$ cat config.mk
export PLATFORM = sky130hd
export DESIGN_NAME = rgb_palette_fader
export DESIGN_NICKNAME = d
export VERILOG_FILES = /design/src/rtl/rgb_palette_fader.sv
export SDC_FILE = /design/constraint.sdc
export NUM_CORES = 1
export LEC_CHECK = 0
export CAP_MARGIN = 25
export CORE_UTILIZATION = 45
export DETAILED_ROUTE_END_ITERATION = 8
export GPL_TIMING_DRIVEN = 1
export PLACE_DENSITY_LB_ADDON = 0.15
export SYNTH_ARGS = -nofsm -noshare
export SYNTH_HDL_FRONTEND = slang
export SYNTH_SLANG_ARGS = --single-unit
$ cat constraint.sdc
create_clock -name clk -period 4.4 [get_ports clk]
set_clock_uncertainty 0.2 [all_clocks]
set_input_delay 0.88 -clock clk [delete_from_list [all_inputs] [get_ports clk]]
set_output_delay 0.88 -clock clk [all_outputs]
set_load 0.01 [all_outputs]
$ cat src/rtl/rgb_palette_fader.sv
// Palette-mapped RGB output that ramps each channel toward its target by STEP per clock.
// Optional macro RGB_FADER_BLANK_EN: enable=0 fades the output to black instead of freezing it.
module rgb_palette_fader #(
  parameter int CH_W  = 8,
  parameter int IDX_W = 3,
  parameter int STEP  = 255
) (
  input  logic                clk,
  input  logic                rst_n,
  input  logic                enable,
  input  logic [IDX_W-1:0]    colour,
  input  logic                pal_we,
  input  logic [IDX_W-1:0]    pal_waddr,
  input  logic [3*CH_W-1:0]   pal_wdata,
  output logic [3*CH_W-1:0]   rgb,
  output logic                busy,
  output logic                done
);

  localparam int DEPTH = 2**IDX_W;
  localparam int RGB_W = 3*CH_W;
  // Steps larger than full scale behave exactly like full scale, which keeps the sum inside CH_W+1 bits.
  localparam logic [CH_W:0] STEP_C = (STEP >= 2**CH_W - 1) ? (CH_W+1)'(2**CH_W - 1)
                                                            : (CH_W+1)'(STEP);

  logic [RGB_W-1:0] palette [DEPTH];
  logic [RGB_W-1:0] target;
  logic [RGB_W-1:0] target_n;
  logic [RGB_W-1:0] rgb_n;

  function automatic logic [RGB_W-1:0] def_entry(input int i);
    logic [2:0] b;
    b = 3'(i);
    return {{CH_W{b[2]}}, {CH_W{b[1]}}, {CH_W{b[0]}}};
  endfunction

  function automatic logic [CH_W-1:0] ramp(input logic [CH_W-1:0] cur, input logic [CH_W-1:0] tgt);
    logic [CH_W:0] c;
    logic [CH_W:0] t;
    logic [CH_W:0] nxt;
    c   = {1'b0, cur};
    t   = {1'b0, tgt};
    nxt = c;
    if (c < t) begin
      nxt = c + STEP_C;
      if (nxt > t) nxt = t;
    end else if (c > t) begin
      nxt = ((c - t) > STEP_C) ? (c - STEP_C) : t;
    end
    return nxt[CH_W-1:0];
  endfunction

  always_comb begin
    target_n = target;
`ifdef RGB_FADER_BLANK_EN
    target_n = enable ? palette[colour] : '0;
`else
    if (enable) target_n = palette[colour];
`endif
  end

  // rgb moves toward the target held before this edge, giving one cycle of lookup latency.
  always_comb begin
    rgb_n = rgb;
    for (int ch = 0; ch < 3; ch++) begin
      rgb_n[ch*CH_W +: CH_W] = ramp(rgb[ch*CH_W +: CH_W], target[ch*CH_W +: CH_W]);
    end
  end

  always_ff @(posedge clk or negedge rst_n) begin
    if (!rst_n) begin
      for (int i = 0; i < DEPTH; i++) palette[i] <= def_entry(i);
      target <= '0;
      rgb    <= '0;
      done   <= 1'b0;
    end else begin
      if (pal_we) palette[pal_waddr] <= pal_wdata;
      target <= target_n;
      rgb    <= rgb_n;
      done   <= (rgb != target) && (rgb_n == target_n);
    end
  end

  assign busy = (rgb != target);

endmodule

==> flow_metrics.env <==
export IMPL_ys_top_cells_by_area="dfrtp_1 (26%), dfstp_2 (18%), mux2_2 (16%)"
export IMPL_grt_max_degree=138
export IMPL_drv_slew=0
export IMPL_critPathMaxFanout=7
export IMPL_critPathKind="reg2reg"
export IMPL_p_switching_uw=3870
export IMPL_power_density_nw_per_um2=642
export IMPL_maxCapViolations=0
export IMPL_final_antenna_net_count=0
export IMPL_switching_share_pct=37.6
export IMPL_setup_slack_ns=0.125
export IMPL_synthFlopType="dfrtp_1"
export IMPL_worst_path_stages=13
export IMPL_rr_startpoint="rgb[11]$_DFF_PN0_"
export IMPL_fin_nets=1327
export IMPL_status="complete, no violations"
export IMPL_grt_overflow_total=0
export IMPL_grt_pass1_vias=9736
export IMPL_dr_pass1_iters=7
export IMPL_seq_power_share_pct=32.4
export IMPL_clk_latency_ns=0.51
export IMPL_fill_cells=2639
export IMPL_ys_seq_area_share_pct=44.4
export IMPL_synth_warnings=0
export IMPL_die_area_sq_um=31500
export IMPL_period_share_pct=97.2
export IMPL_required_ns=4.61
export IMPL_tightestPinTransition_ns=1.04
export IMPL_postSynthNetCount=1250
export IMPL_min_path_type="in2async"
export IMPL_ctsHoldBuffers=0
export IMPL_yosysMostFrequentCell="mux2_2"
export IMPL_vias_per_cell=5.88
export IMPL_final_area_sq_um=16000
export IMPL_floorplan_initialDensity_pct=46.3
export IMPL_fin_crit_ns=4.27
export IMPL_max_slew_margin_pct=30.7
export IMPL_drtIter0Drc=761
export IMPL_hold_violations=0
export IMPL_io_pin_count=60
export IMPL_timing_final_setup_violations=0
export IMPL_yosysTopAreaCell="dfrtp_1"
export IMPL_critPathLaunch="rgb[11]$_DFF_PN0_"
export IMPL_slowest_stage="or4_1"
export IMPL_clock_fmax_mhz=234
export IMPL_cts_inserted_buffers=25
export IMPL_core_sq_um=30000
export IMPL_place_congestion=0.945
export IMPL_grtUsageTotal_pct=22.2
export IMPL_crit_buf_inv=0
export IMPL_ys_seq_elements=241
export IMPL_syn_inst=1159
export IMPL_crit_end="done$_DFF_PN0_"
export IMPL_p_total_uw=10300
export IMPL_drt_wl_total_mm=34.1
export IMPL_worst_r2r_endpoint="done$_DFF_PN0_"
export IMPL_p_int_uw=6430
export IMPL_area_growth_pct=15.6
export IMPL_synth_top_area_share_pct=26.2
export IMPL_place_area_sq_um=15100
export IMPL_cts_tree="built"
export IMPL_rsz0062_at_grt="yes"
export IMPL_crit_family="simple AND/OR/NAND/NOR gates"
export IMPL_cp_cell_sequence="or4_1 -> nor4_1 -> xnor2_1 -> ha_1 -> and3_1 -> nor3b_1 -> a211o_1 -> and2_1 -> o21ai_0 -> a21oi_1 -> a2111oi_1 -> nand4_1 -> nor4_2"
export IMPL_drive_gt1_share_pct=37.0
export IMPL_clkTransAtPathRegs_ns=0.06
export IMPL_synth_distinct_cells=75
export IMPL_rows=63
export IMPL_ctsHtreeMaxLevel=1
export IMPL_power_leakage_uw=0.00658
export IMPL_worstPathArrival_ns=4.49
export IMPL_rrSetupSlack_ns=0.13
export IMPL_clk_path_buf_depth=3
export IMPL_reg2reg_depth=13
export IMPL_async_flop_share_pct=100
export IMPL_synth_cells_most_frequent="mux2_2 (196), dfrtp_1 (145), dfstp_2 (96)"
export IMPL_hpwl_mm=23.7
export IMPL_synth_edf_count=0
export IMPL_dp_worst_setup_slack_ns=-0.0792
export IMPL_antenna_found_initial=3
export IMPL_clock_sinks=241
export IMPL_crit_path_start_kind="flop"
export IMPL_post_route_util_pct=53.5
export IMPL_syn_area_per_cell_sq_um=12.0
export IMPL_io_buffer_count=59
export IMPL_syn_area_sq_um=13900
export IMPL_post_route_drc_count=0
export IMPL_vdd_ir_drop_max_uv=310
export IMPL_root_buffer="clkbuf_16"
export IMPL_grt_pass1_wl_mm=54.6
export IMPL_endpoint_kind="flop"
export IMPL_wl_per_cell_um=20.8
export IMPL_die_y_um=178
export IMPL_vias=9669
export IMPL_slowest_delay_ns=0.61
export IMPL_clockPowerShare_pct=21.0
export IMPL_die_w_um=178
export IMPL_p_comb_share_pct=46.6
sequential cells by signal (all words and copies together), names as in the netlist:
signal   flops
rgb         24
target      24
palette    192
done         1
cell type report:
type                       instances  area [sq um]  share of cell area (%)
antenna                            1          2.50                  0.0156
clock buffer                      35           723                    4.51
clock inverter                     9           120                   0.749
inverter                          50           188                    1.17
multi-input combinational        805          7300                    45.5
sequential                       241          6150                    38.4
tap                              390           488                    3.04
timing repair buffer             113          1060                    6.59
cell families (layout without fill, tap and decap cells):
kind of cell	Yosys count	in the layout	share of synthesized area [%]
buf+inv	113	207	3.41
compound gates	226	226	11.0
mux	271	271	25.8
flops	241	241	44.4
fa+ha+maj	57	57	5.31
simple gates	220	220	8.21
other cells	0	1	0
xor+xnor	31	31	1.96
metrics by stage:
step | hold slack [ns] | cells | setup TNS [ns]
detailed placement | 0.288 | 1595 | -0.0792
global placement | 0.282 | 1595 | 0
global route | 0.311 | 1643 | -0.0824
floorplan | 0.271 | 1159 | 0
CTS | 0.301 | 1639 | 0
finish | 0.277 | 1644 | 0
per-layer routing:
| metal | part of all wire [%] | vias to the layer above | GRT usage, % |
|---|---|---|---|
| li1 | - | 4515 | - |
| met1 | 46 | 4877 | 31.4 |
| met2 | 46 | 229 | 35.5 |
| met3 | 5.3 | 44 | 3.75 |
| met4 | 1.8 | 4 | 5.24 |
| met5 | 0.082 | - | 0 |
power by group through the flow:
stage | sequential (uW) | combinational, uW | clock, uW
finish | 3340 | 4800 | 2160
global route | 3400 | 5280 | 2310
CTS | 3320 | 4740 | 2220
detailed placement | 3360 | 4700 | 0
global placement | 3340 | 4660 | 0
floorplan | 3320 | 3190 | 0
worst register-to-register path, cell delays in order, from the launching register on:
cell,delay (ns)
dfrtp_1,0.37
or4_1,0.61
nor4_1,0.26
xnor2_1,0.16
ha_1,0.27
and3_1,0.17
nor3b_1,0.13
a211o_1,0.33
and2_1,0.24
o21ai_0,0.35
a21oi_1,0.16
a2111oi_1,0.46
nand4_1,0.18
nor4_2,0.28
worst min path at each step:
stage                          endpoint  slack, ns
2_1_floorplan   palette[30]$_DFFE_PN0P_       0.27
3_3_place_gp    palette[78]$_DFFE_PN0P_       0.28
3_5_place_dp   palette[174]$_DFFE_PN0P_       0.29
4_1_cts        palette[174]$_DFFE_PN0P_       0.30
5_1_grt        palette[121]$_DFFE_PN0P_       0.31
6_report       palette[139]$_DFFE_PN0P_       0.28
cells in the final DEF, fill, tap and decap left out, types with 7 or more instances in the layout:
| master | Yosys | routed |
|---|---|---|
| and3_1 | 9 | 9 |
| mux2i_1 | 26 | 26 |
| nand4_1 | 17 | 17 |
| o211ai_1 | 11 | 11 |
| o21ai_0 | 40 | 39 |
| mux2_2 | 196 | 196 |
| o21a_1 | 7 | 7 |
| a21oi_1 | 60 | 60 |
| xor2_1 | 12 | 12 |
| nand2_1 | 41 | 41 |
| nor3_1 | 29 | 27 |
| nor2_1 | 53 | 52 |
| a21o_1 | 9 | 9 |
| dfstp_2 | 96 | 96 |
| ha_1 | 54 | 54 |
| nor4_1 | 7 | 7 |
| nand3_1 | 18 | 18 |
| dfrtp_1 | 145 | 145 |
| inv_1 | 49 | 49 |
| mux4_2 | 47 | 47 |
| xnor2_1 | 19 | 19 |
| buf_4 | 6 | 48 |
| a31oi_1 | 10 | 10 |
| clkbuf_16 | 0 | 25 |
| clkdlybuf4s50_1 | 0 | 54 |
| a211oi_1 | 10 | 9 |
what timing repair did:
item	CTS	global route
hold endpoints to repair	0	0
setup endpoints to repair	1	2
setup buffers	0	4
gates resized for setup	3	7
pin swaps	0	3
Note: power is estimated with default switching activity, not from simulation.
